$ cat config.mk
export PLATFORM = sky130hd
export DESIGN_NAME = mem_port_arbiter
export DESIGN_NICKNAME = d
export VERILOG_FILES = /design/src/rtl/lc3b_types.sv /design/src/rtl/mem_port_arbiter.sv
export SDC_FILE = /design/constraint.sdc
export NUM_CORES = 1
export LEC_CHECK = 0
export BUFFER_PORTS_ARGS = -buffer_cell sky130_fd_sc_hd__buf_4
export CAP_MARGIN = 20
export CELL_PAD_IN_SITES_DETAIL_PLACEMENT = 0
export CELL_PAD_IN_SITES_GLOBAL_PLACEMENT = 1
export CORE_ASPECT_RATIO = 0.7
export CORE_MARGIN = 3
export CORE_UTILIZATION = 36
export CTS_CLUSTER_DIAMETER = 40
export DETAILED_ROUTE_END_ITERATION = 8
export PLACE_DENSITY = 0.84
export SYNTH_ARGS = -nofsm -noshare
export SYNTH_HDL_FRONTEND = slang
export SYNTH_SLANG_ARGS = --single-unit
$ cat constraint.sdc
create_clock -name clk -period 2.5 [get_ports clk]
set_clock_uncertainty 0.05 [all_clocks]
set_input_delay 0 -clock clk [delete_from_list [all_inputs] [get_ports clk]]
set_output_delay 0 -clock clk [all_outputs]
set_load 0.005 [all_outputs]
$ cat src/rtl/lc3b_types.sv
// ---------------------------------------------------------------------------
// lc3b_types
//   Shared LC-3b datapath types used by the memory-side blocks.
//   lc3b_word      : 16-bit machine word / address
//   lc3b_mem_wmask : per-byte write mask for a 16-bit word
//   arb_state_t    : state encoding of the memory port arbiter FSM
// ---------------------------------------------------------------------------
package lc3b_types;

    typedef logic [15:0] lc3b_word;
    typedef logic [1:0]  lc3b_mem_wmask;

    typedef enum logic [2:0] {
        IDLE    = 3'd0,
        SERVE_I = 3'd1,
        SERVE_D = 3'd2,
        DONE_I  = 3'd3,
        DONE_D  = 3'd4
    } arb_state_t;

endpackage

$ cat src/rtl/mem_port_arbiter.sv
// ---------------------------------------------------------------------------
// mem_port_arbiter
//   Responder for the core's split instruction/data memory interface.
//   Serializes ifetch reads and data reads/writes onto a single physical
//   memory port and returns a one-cycle resp pulse on the originating side.
//
//   Ports:
//     clk, reset            : clock, asynchronous active-high reset
//     ifetch_read/address   : instruction read request (level-held)
//     ifetch_resp/rdata     : one-cycle completion pulse + read data
//     mem_read/write        : data request (level-held); write wins if both
//     mem_address/wdata/
//     mem_byte_enable       : data request payload
//     mem_resp/rdata        : one-cycle completion pulse + read data
//     pmem_read/write       : physical strobes, held until pmem_resp
//     pmem_address/wdata/
//     pmem_byte_enable      : physical payload, driven from latched request
//     pmem_resp/rdata       : physical completion pulse + read data
//
//   Parameter DATA_PRIORITY: 1 -> data wins a tie with ifetch, 0 -> ifetch.
// ---------------------------------------------------------------------------
module mem_port_arbiter
    import lc3b_types::*;
#(
    parameter bit DATA_PRIORITY = 1'b1
) (
    input  logic          clk,
    input  logic          reset,

    input  logic          ifetch_read,
    input  lc3b_word      ifetch_address,
    output logic          ifetch_resp,
    output lc3b_word      ifetch_rdata,

    input  logic          mem_read,
    input  logic          mem_write,
    input  lc3b_word      mem_address,
    input  lc3b_word      mem_wdata,
    input  lc3b_mem_wmask mem_byte_enable,
    output logic          mem_resp,
    output lc3b_word      mem_rdata,

    output logic          pmem_read,
    output logic          pmem_write,
    output lc3b_word      pmem_address,
    output lc3b_word      pmem_wdata,
    output lc3b_mem_wmask pmem_byte_enable,
    input  logic          pmem_resp,
    input  lc3b_word      pmem_rdata
);

    arb_state_t    state;
    lc3b_word      addr_q;
    lc3b_word      wdata_q;
    lc3b_mem_wmask be_q;
    logic          wr_q;
    lc3b_word      i_rdata_q;
    lc3b_word      d_rdata_q;

    logic d_req;
    logic take_d;
    logic take_i;

    // Arbitration is only meaningful in IDLE; the FSM ignores it elsewhere.
    assign d_req  = mem_read | mem_write;
    assign take_d = DATA_PRIORITY ? d_req : (d_req & ~ifetch_read);
    assign take_i = DATA_PRIORITY ? (ifetch_read & ~d_req) : ifetch_read;

    always_ff @(posedge clk or posedge reset) begin
        if (reset) begin
            state     <= IDLE;
            addr_q    <= 16'h0000;
            wdata_q   <= 16'h0000;
            be_q      <= 2'b00;
            wr_q      <= 1'b0;
            i_rdata_q <= 16'h0000;
            d_rdata_q <= 16'h0000;
        end else begin
            unique case (state)
                IDLE: begin
                    if (take_d) begin
                        state   <= SERVE_D;
                        addr_q  <= mem_address;
                        wdata_q <= mem_wdata;
                        be_q    <= mem_byte_enable;
                        // A simultaneous read+write collapses to the write.
                        wr_q    <= mem_write;
                    end else if (take_i) begin
                        state   <= SERVE_I;
                        addr_q  <= ifetch_address;
                        wr_q    <= 1'b0;
                    end
                end
                SERVE_I: begin
                    if (pmem_resp) begin
                        i_rdata_q <= pmem_rdata;
                        state     <= DONE_I;
                    end
                end
                SERVE_D: begin
                    if (pmem_resp) begin
                        if (!wr_q)
                            d_rdata_q <= pmem_rdata;
                        state <= DONE_D;
                    end
                end
                // DONE states never sample requests: the requester is still
                // holding its level this cycle and must not be re-served.
                DONE_I:  state <= IDLE;
                DONE_D:  state <= IDLE;
                default: state <= IDLE;
            endcase
        end
    end

    // Strobes decode from state alone, so reset drops them immediately and
    // no CPU input can reach the physical port combinationally.
    assign pmem_read        = (state == SERVE_I) | ((state == SERVE_D) & ~wr_q);
    assign pmem_write       = (state == SERVE_D) & wr_q;
    assign pmem_address     = addr_q;
    assign pmem_wdata       = wdata_q;
    assign pmem_byte_enable = be_q;

    assign ifetch_resp  = (state == DONE_I);
    assign mem_resp     = (state == DONE_D);
    assign ifetch_rdata = i_rdata_q;
    assign mem_rdata    = d_rdata_q;

endmodule

==> results.yml <==
setup_path:
  cpPeakStageDelay_ns: 0.57
  path_cells: "dlygate4sd3_1, buf_4, nor2_4, mux2_2, dlygate4sd3_1, mux2_2"
  start_kind: "input port"
  cp_max_fo: 17
  arrival_ns: 2.37
  cp-end-kind: "register"
  cpLargestDelayFamily: "buffers and inverters"
  slowest_stage: "dlygate4sd3_1"
  cp.required_ns: 2.65
  crit_type: "in2reg"
  cp_num_buf_inv: 3
cells_and_area:
  diodes: 0
  area_growth_pct: 72.0
  final_area_um2: 5030
  nFillCells: 567
  drive_gt1_share_pct: 61.7
  layout.nets: 473
  final-instance-count-excl-fill: 503
drt:
  initialDrtViolationCount: 47
  via_count: 2278
  met3_length_um: 505
  route.layer.met1.wl_mm: 3.04
  top_layer_used: "met4"
  firstDrtPassIters: 2
  met2_length_mm: 3.96
  wl_mm: 7.62
  via_per_inst: 4.53
  drcViolationCount: 0
  drtAntennaViolNets: 0
  wl_per_cell_um: 15.1
timing:
  grt_setup_unrepaired: "false"
  worstMarginPinSlew_ns: 0.952
  period_needed_ns: 2.22
  max_freq_mhz: 450
  finalMaxSlewViolations: 0
  relSlewSlack_pct: 36.5
  period_share_pct: 88.8
  tns_ns: 0
  hold_viol_final: 0
  setup_violations: 0
synth:
  syn_avg_cell_area_um2: 15.9
  synth_cells: 184
  ys_warn_count: 0
  ys_types: 22
  syn_area_um2: 2920
  synth-seq-cells: 70
  synth_nets: 256
  synth_seq_area_share_pct: 60.0
place:
  dp_hpwl_mm: 5.25
  dp_cells: 422
  port_buffers: 141
  finalWeightedCongestion: 0.786
  place_area_um2: 4090
die:
  die-width_um: 114
  initial_core_util_pct: 38.5
  pin_count: 142
  die_h_um: 81.4
  rows: 26
  core_um2: 7580
  fp.dieArea_um2: 9250
grt:
  antenna_found_initial: 0
  grt_pass1_vias: 2506
  grtUsageTotal_pct: 17.1
  gr-total-overflow: 0
  grt_max_degree: 26
  grt_pass1_wl_mm: 12.3
power_and_ir_drop:
  p_per_area_nw_per_um2: 1060
  power_leakage_nw: 2.36
  peakVddDrop_mv: 0.531
clocking:
  htree_levels: 3
  clk_latency_ns: 0.32
  clock-root-buffer: "clkbuf_16"
  cts_made_buffers: 9
  cts.sinks: 70
  clk_pin_slew_worst_paths_ns: 0.05
  clk_path_buf_depth: 2
  cts_tree: "done"
min_path:
  hp-class: "in2reg"
job:
  cap_violations: 0
outcome:
  status: "finished, final reports clean"
==> through the flow <==
step / utilization [%] / worst slack [ns] / hold WS [ns] / power [mW]
final: 66.3 / 0.279 / 0.00971 / 5.34
after global routing: 66.3 / 0.212 / 0.00260 / 5.69
after global placement: 54.0 / 0.784 / 0.0172 / 4.08
after floorplan: - / 0.682 / 0.0628 / 3.01
after detailed placement: 54.0 / 0.690 / 0.0274 / 4.15
after CTS: 66.2 / 0.0335 / 0.00000477 / 5.40
==> cells in the mapped netlist <==
| library cell | instances | share of area [%] |
|---|---|---|
| nand2b_4 | 1 | 0.47 |
| nor2_1 | 2 | 0.26 |
| nor4b_4 | 1 | 0.81 |
| nor2_2 | 1 | 0.21 |
| nor3_1 | 2 | 0.34 |
| buf_4 | 3 | 0.77 |
| buf_2 | 3 | 0.51 |
| nor3_2 | 1 | 0.34 |
| dfrtp_1 | 70 | 60 |
| or2b_1 | 1 | 0.26 |
| inv_1 | 1 | 0.13 |
| o31a_1 | 1 | 0.30 |
| a2111oi_0 | 1 | 0.30 |
| o21ai_2 | 1 | 0.30 |
| a21oi_1 | 1 | 0.17 |
| nand2_1 | 2 | 0.26 |
| buf_6 | 3 | 1.2 |
| mux2_2 | 83 | 32 |
| nor4_1 | 1 | 0.21 |
| nor3b_1 | 3 | 0.77 |
| o21a_1 | 1 | 0.26 |
| nor2b_1 | 1 | 0.21 |
==> cells in the final DEF, fill, tap and decap left out, types with 2 or more instances in the layout <==
cell type,Yosys,layout
buf_4,3,149
clkbuf_1,0,3
clkbuf_16,0,9
clkbuf_8,0,2
dfrtp_1,70,70
dlygate4sd3_1,0,66
mux2_2,83,83
nand2_1,2,2
nor2_1,2,2
nor3_1,2,2
nor3b_1,3,3
==> worst register-to-register path, cell delays in order, from the launching register on <==
cell and delay [ns]:
dfrtp_1 0.49, nor3_1 0.33, o31a_1 0.19, buf_4 0.25
mux2_2 0.38
==> final cells by class <==
cell class | instances | area (um2) | share of cell area [%]
repair buffers | 215 | 1780 | 35.4
flip-flops and latches | 70 | 1750 | 34.9
multi-input cells | 104 | 1100 | 21.9
clock buffers | 14 | 264 | 5.25
well taps | 98 | 123 | 2.44
clock inverters | 1 | 5.00 | 0.0996
inverters | 1 | 3.75 | 0.0747
==> report_power, final <==
part	leakage [nW]	internal (mW)	switching [mW]
clock	0.133	0.719	0.418
combinational	1.38	1.44	0.718
sequential	0.844	1.70	0.346
total	2.36	3.86	1.48
==> layer usage <==
metal	GRT usage (%)	vias up
met2	31.0	78
met3	4.77	7
met4	5.88	0
li1	-	1095
met1	19.6	1098
met5	0	-
==> registers in the layout, indices dropped and copies added, names as in the netlist <==
signal	flops
wr_q	1
pmem_byte_enable	2
mem_rdata	16
pmem_address	16
state	3
pmem_wdata	16
ifetch_rdata	16
==> repair_timing <==
item                       in CTS  in global routing
hold buffers                   66                  0
resized for setup               0                  1
setup buffers                   0                  0
setup endpoints to repair       0                 13
hold endpoints to repair       91                  0
==> cell families (layout without fill, tap and decap cells) <==
family          count (synthesis)  after routing  share of synthesized area (%)
mux                            83             83                           32.0
simple gates                   16             16                           4.15
buf+inv                        10            231                           2.57
flops                          70             70                           60.0
compound gates                  5              5                           1.33
==> path summary, 6_finish.rpt <==
kind	start	to	slack [ns]	depth (start not counted)
min in group asynchronous	reset	ifetch_rdata[5]$_DFFE_PP0P_	0.24	3
min	ifetch_address[1]	pmem_address[1]$_DFFE_PP0P_	0.01	3
max	mem_write	pmem_address[5]$_DFFE_PP0P_	0.28	6
min reg2reg	mem_rdata[4]$_DFFE_PP0P_	mem_rdata[4]$_DFFE_PP0P_	0.45	1
max reg2reg	state[1]$_DFFE_PP0P_	pmem_address[4]$_DFFE_PP0P_	0.69	4
max in group asynchronous	reset	ifetch_rdata[15]$_DFFE_PP0P_	1.44	4
Note: power is estimated with default switching activity, not from simulation.
